===== src/rtl/main_host.sv =====
// Job sequencer for the main core: one job in flight, start pulse one cycle after acceptance, response one cycle after active falls.
// Backpressure: req_ready only in IDLE; the response is held stable in HOLD until rsp_ready.
module main_host #(
  parameter int TIMEOUT = 255,
  parameter int TW      = 8
) (
  input  logic       clk,
  input  logic       rst,
  input  logic       req_valid,
  output logic       req_ready,
  input  logic [7:0] req_x,
  input  logic [1:0] req_mode,
  output logic [7:0] x,
  output logic [1:0] on,
  output logic       start,
  input  logic       active,
  input  logic [7:0] y,
  input  logic [2:0] s,
  input  logic       b,
  input  logic [1:0] regime,
  output logic       rsp_valid,
  input  logic       rsp_ready,
  output logic [7:0] rsp_y,
  output logic [2:0] rsp_s,
  output logic       rsp_b,
  output logic [1:0] rsp_regime,
  output logic       rsp_timeout,
  output logic       busy
);

  typedef enum logic [2:0] {IDLE, LAUNCH, WAIT_ACT, RUN, HOLD} state_t;

  localparam logic [TW-1:0] TIMEOUT_C = TW'(TIMEOUT);

  state_t          state, state_nxt;
  logic [7:0]      job_x;
  logic [1:0]      job_mode;
  logic [TW-1:0]   cnt;
  logic            cnt_hit;
  logic            capture;
  logic            grab_regime;
  logic            timed_out;
  logic            job_live;

  // Saturating counter plus >= keeps the abort reachable even when active
  // rises on the deadline cycle itself and RUN starts past TIMEOUT.
  assign cnt_hit = (cnt >= TIMEOUT_C);

  always_comb begin
    state_nxt   = state;
    capture     = 1'b0;
    grab_regime = 1'b0;
    timed_out   = 1'b0;
    case (state)
      IDLE:     if (req_valid) state_nxt = LAUNCH;
      LAUNCH:   state_nxt = WAIT_ACT;
      WAIT_ACT: begin
        if (active) begin
          state_nxt   = RUN;
          grab_regime = 1'b1;
        end else if (cnt_hit) begin
          state_nxt = HOLD;
          capture   = 1'b1;
          timed_out = 1'b1;
        end
      end
      RUN: begin
        if (!active) begin
          state_nxt = HOLD;
          capture   = 1'b1;
        end else if (cnt_hit) begin
          state_nxt = HOLD;
          capture   = 1'b1;
          timed_out = 1'b1;
        end
      end
      HOLD:     if (rsp_ready) state_nxt = IDLE;
      default:  state_nxt = IDLE;
    endcase
  end

  assign job_live  = (state == LAUNCH) || (state == WAIT_ACT) || (state == RUN);
  assign req_ready = (state == IDLE);
  assign busy      = (state != IDLE);
  assign start     = (state == LAUNCH);
  assign rsp_valid = (state == HOLD);
  assign x         = job_live ? job_x : 8'h00;
  assign on        = job_live ? job_mode : 2'b00;

  always_ff @(posedge clk or negedge rst) begin
    if (!rst) begin
      state       <= IDLE;
      job_x       <= '0;
      job_mode    <= '0;
      cnt         <= '0;
      rsp_y       <= '0;
      rsp_s       <= '0;
      rsp_b       <= 1'b0;
      rsp_regime  <= '0;
      rsp_timeout <= 1'b0;
    end else begin
      state <= state_nxt;
      if (state == IDLE && req_valid) begin
        job_x    <= req_x;
        job_mode <= req_mode;
      end
      if (state == LAUNCH) begin
        cnt        <= '0;
        rsp_regime <= '0;
      end else if ((state == WAIT_ACT || state == RUN) && cnt != '1) begin
        cnt <= cnt + TW'(1);
      end
      if (grab_regime) rsp_regime <= regime;
      if (capture) begin
        rsp_y       <= y;
        rsp_s       <= s;
        rsp_b       <= b;
        rsp_timeout <= timed_out;
      end
    end
  end

endmodule


===== config.mk =====
export PLATFORM = sky130hd
export DESIGN_NAME = main_host
export DESIGN_NICKNAME = d
export VERILOG_FILES = /design/src/rtl/main_host.sv
export SDC_FILE = /design/constraint.sdc
export NUM_CORES = 1
export LEC_CHECK = 0
export ABC_AREA = 1
export CORE_ASPECT_RATIO = 0.8
export CORE_MARGIN = 2
export CORE_UTILIZATION = 47
export CTS_BUF_LIST = sky130_fd_sc_hd__clkbuf_8
export DETAILED_ROUTE_END_ITERATION = 7
export PLACE_DENSITY = 0.82
export SLEW_MARGIN = 30
export SYNTH_ARGS = -nofsm -noshare
export SYNTH_HDL_FRONTEND = slang
export SYNTH_SLANG_ARGS = --single-unit

===== constraint.sdc =====
create_clock -name clk -period 1.9 [get_ports clk]
set_clock_uncertainty 0.15 [all_clocks]
set_input_delay 0.57 -clock clk [delete_from_list [all_inputs] [get_ports clk]]
set_output_delay 0.57 -clock clk [all_outputs]
set_load 0.02 [all_outputs]

Word-level counts from Yosys, hierarchy flattened
Cells that the tools add are included.
{"block": "totals", "ff_bits": 36, "in_bits": 29, "out_inout_bits": 29}
{"block": "op_classes", "n_addsub": 1, "n_lt_le_gt_ge": 1, "eq_ne": 7, "n_mux": 20, "n_reduce_logical": 10}
{"cell": "$mux 8", "n": 3}
{"cell": "$mux 3", "n": 5}
{"cell": "$pmux 3 s5", "n": 1}
{"cell": "$add 8x1->8 const B", "n": 1}
{"cell": "$ge 8x8->1 const B", "n": 1}
{"cell": "$ne 8x8->1 const B", "n": 1}
{"cell": "$eq 3x2->1 const B", "n": 2}
{"cell": "$mux 1", "n": 6}
{"cell": "$mux 2", "n": 3}
{"cell": "$pmux 1 s2", "n": 2}
{"cell": "$reduce_bool 2->1", "n": 2}
{"cell": "$eq 3x1->1 const B", "n": 1}
{"cell": "$eq 3x3->1 const B", "n": 1}
{"cell": "$logic_not 3->1", "n": 1}
{"cell": "$logic_or 1x1->1", "n": 3}
{"cell": "$reduce_bool 3->1", "n": 1}
{"cell": "$logic_and 1x1->1", "n": 2}
{"cell": "$ne 2x1->1 const B", "n": 1}
{"cell": "$ne 2x2->1 const B", "n": 1}
{"cell": "$reduce_and 2->1", "n": 1}

Longest topological paths before layout
{"block": "depth", "depth_word": 5, "mapped_depth": 10}

Least setup slack after synthesis
No wires, ideal clock.
{"block": "synth_timing", "path_kind": "flip-flop to output port", "from": "register state[1]", "to": "output on[0]", "t_arrival_ns": 1.037, "required_time_ns": 1.180, "slack_ns": 0.143, "stages_incl_launch_ff": 5, "n_path_buf": 0, "path_cell_list": "dfrtp_1 > nor2_1 > inv_1 > nand2_1 > nor2_1"}
{"block": "synth_via", "elab_chain_cells": 4}
{"item": "start, declared", "line": "35", "source": "state_t state, state_nxt;"}
{"item": "start signal, assigned", "line": "102", "source": "state <= state_nxt;"}
{"item": "$eq 3x1->1 or $eq 3x2->1 (tied branches)", "line": "82", "source": "assign job_live = (state == LAUNCH) || (state == WAIT_ACT) || (state == RUN);"}
{"item": "$logic_or 1x1->1", "line": "82"}
{"item": "$logic_or 1x1->1 *", "line": "82"}
{"item": "$mux 2 *", "line": "88", "source": "assign on = job_live ? job_mode : 2'b00;"}
{"item": "end, declared", "line": "14", "source": "output logic [1:0] on,"}
Every way passes the cells marked *; elsewhere a longest branch is shown, timed or not.

Worst setup path in the final report
{"block": "layout_timing", "from": "register state[0]", "to": "output x[1]"}
{"block": "layout_via", "elab_chain_cells": 4}
{"item": "$eq 3x1->1 or $eq 3x2->1 (tied branches)", "line": "82"}
{"item": "$logic_or 1x1->1", "line": "82"}
{"item": "$logic_or 1x1->1 *", "line": "82"}
{"item": "$mux 8 *", "line": "87", "source": "assign x = job_live ? job_x : 8'h00;"}
{"item": "end, declared", "line": "13", "source": "output logic [7:0] x,"}
Marked as above.

==> metrics.cfg <==
[timing]
slew_headroom_pct = 79.41
finalWorstSetupSlack_ns = -0.09806
clock.fmax_mhz = 500.5
post-route-period-util_pct = 105.2
setup_viol = 13
finalHoldViolations = 0
finalSetupTns_ns = -1.003
slew_viol_final = 0
period_minus_slack_ns = 1.998
rsz0062_at_grt = true
tightest_slew_ns = 0.3085

[yosys]
synth_edf_count = 0
async_reset_ff_share_pct = 100.0
syn_nets = 251
ys_seq_area_share_pct = 51.54
synth_ff_type = dfrtp_1
synth_cells = 221
syn_area_um2 = 1748
synth_cell_types = 24
syn_area_per_cell_um2 = 7.909
ys_ff_latch = 36
yosys_warnings = 0

[status]
status = complete, but fails checks
violations = setup timing

[clock_tree]
cts_tree = done
clockBufferDepth = 2
root_buffer = clkbuf_8
cts-buffers-inserted = 5
htree_num_levels = 2
cts_hold_buf = 0
clk_pin_slew_ns = 0.07
cts_num_sinks = 36
clkLatencyLatePin_ns = 0.29

[setup_path]
arrival_ns = 1.28
reg2regPathDepth = 9
end_kind = output port
reg2reg_to = rsp_y[7]
required_ns = 1.18
worst-setup-path-type = reg2out
r2r-start = cnt[0]
cp_max_fo = 10
startpoint_type = register
r2r_setup_slack_ns = 0.20

[placed_design]
port_buffers = 57
gp_congestion = 0.7988
dpl.cell_count = 328
hpwl_mm = 3.003

[floorplan]
start_util_pct = 50.02
die_area_um2 = 4226
row_count = 19
core_um2 = 3495
io_pins = 58
die_y_um = 58.55
die_w_um = 72.18

[hold_path]
holdPathEnd = rsp_regime[1]
holdPathStages = 2
hp-class = reg2reg
worstHoldStart = rsp_regime[1]

[drt]
num_vias = 1678
route.detailed.drc = 0
antenna_left = 0
routed_wl_mm = 4.204
dr.pass1.iters = 5
drt_iter0_drc = 97
viasPerCell = 4.964
post_drt_wl_per_cell_um = 12.44

[final_layout]
seqCellArea_um2 = 900.9
fill_cells = 273
antennaDiodeCount = 0
fin_nets = 325
drive_above_1_share_pct = 19.93
multi_input_area_um2 = 749.5
stdcell_count = 338
fin_util_pct = 73.65
area_growth_pct = 47.24

[global_route]
track_usage_pct = 21.67
antenna_found_initial = 0
grt_max_degree = 37
grt_pass1_vias = 1603
grt_pass1_wl_mm = 7.058
grt_overflow = 0

[flow_run]
drv_cap = 0

[power]
report.power.total_mw = 4.205
vdd_ir_drop_max_uv = 1212
powerDensity_nw_per_um2 = 1634
p_leak_nw = 1.359

==> power breakdown <==
| part | leakage [nW] | switching, mW | internal [mW] | total [mW] |
|---|---|---|---|---|
| logic | 0.858 | 1.35 | 0.986 | 2.33 |
| clock network | 0.0593 | 0.272 | 0.384 | 0.656 |
| registers | 0.442 | 0.158 | 1.06 | 1.22 |
==> cell usage after synthesis, types with 2 or more instances <==
cell type / number / area (µm²)
nand2_4: 2 / 22.52
nand2_1: 68 / 255.2
buf_6: 2 / 22.52
buf_2: 2 / 10.01
nor2_1: 32 / 120.1
nor2_2: 4 / 25.02
inv_2: 3 / 11.26
a21oi_1: 11 / 55.05
inv_1: 20 / 75.07
nand2_2: 3 / 18.77
nand3_1: 17 / 85.08
nand4_1: 6 / 37.54
dfrtp_1: 36 / 900.9
o21ai_0: 5 / 25.02
==> critical path, cell delays in order (launching register included) <==
cell,delay [ns]
dfrtp_1,0.40
nor2_4,0.06
inv_2,0.07
nand2_2,0.06
buf_12,0.13
nor2_1,0.11
buf_4,0.16
==> kinds of logic (layout without fill, tap and decap cells) <==
family / Yosys count / in the layout / synth area share [%]
AOI/OAI and AO/OA: 19 / 19 / 5.941
adders and majority gates: 1 / 1 / 0.7157
buffers and inverters: 28 / 103 / 7.230
DFF: 36 / 36 / 51.54
and+or+nand+nor: 137 / 137 / 34.57
==> layout make-up <==
class                           count  share of cell area, %
Multi-Input combinational cell    157                  29.12
Clock inverter                      3                  1.507
Tap cell                           42                  2.042
Sequential cell                    36                  35.00
Inverter                           23                  3.354
Clock buffer                        5                  2.674
Timing Repair Buffer               72                  26.30
==> state kept, by name, indices dropped and copies added, names as in the netlist <==
signal / cells
rsp_s: 3
cnt: 8
job_x: 8
job_mode: 2
rsp_y: 8
state: 3
rsp_timeout: 1
rsp_regime: 2
rsp_b: 1
==> layout by cell type, fill, tap and decap left out, drive strengths merged <==
master,netlist,routed
or2,1,1
a21oi,12,12
nor2,37,37
nand4,6,6
clkbuf,0,5
dfrtp,36,36
o21ai,5,5
nand3,17,17
nand2,73,73
nor3,2,2
o21bai,1,1
clkdlybuf4s50,0,28
bufinv,0,1
dlygate4sd2,0,15
clkinv,0,1
o211ai,1,1
nand3b,1,1
buf,5,29
inv,23,24
ha,1,1
==> per-stage QoR <==
step,instance area [µm²],worst slack (ns),hold WS [ns]
after global placement,2466,-0.1828,0.3157
after floorplan,1748,0.1435,0.1244
after global routing,2574,-0.1526,0.3589
final,2574,-0.09806,0.3227
after detailed placement,2466,-0.2556,0.3143
after CTS,2541,-0.1135,0.3293
==> layer usage <==
layer  GRT usage [%]  up-vias  wire length [µm]
li1                -      846                 -
met1           29.52      770              1918
met2           33.68       54              1949
met3           5.651        8               263
met4           8.086        0                72
met5               0        -                 0
==> repair_timing <==
item	in CTS	in global routing
buffers inserted	2	1
gates cloned	0	0
pin swaps	1	1
endpoints found under the setup margin	29	15
endpoints found under the hold margin	0	0
resized for setup	85	13
==> worst max-delay path by stage <==
stage / startpoint / endpoint / slack, ns / depth (start not counted)
2_1_floorplan: state[1] / on[0] / 0.14 / 4
3_3_place_gp: state[1] / x[4] / -0.18 / 6
3_5_place_dp: state[0] / x[1] / -0.26 / 6
4_1_cts: state[0] / x[5] / -0.11 / 6
5_1_grt: state[0] / x[6] / -0.15 / 6
6_report: state[0] / x[1] / -0.1 / 6
Power figures use the tool's default switching activity.
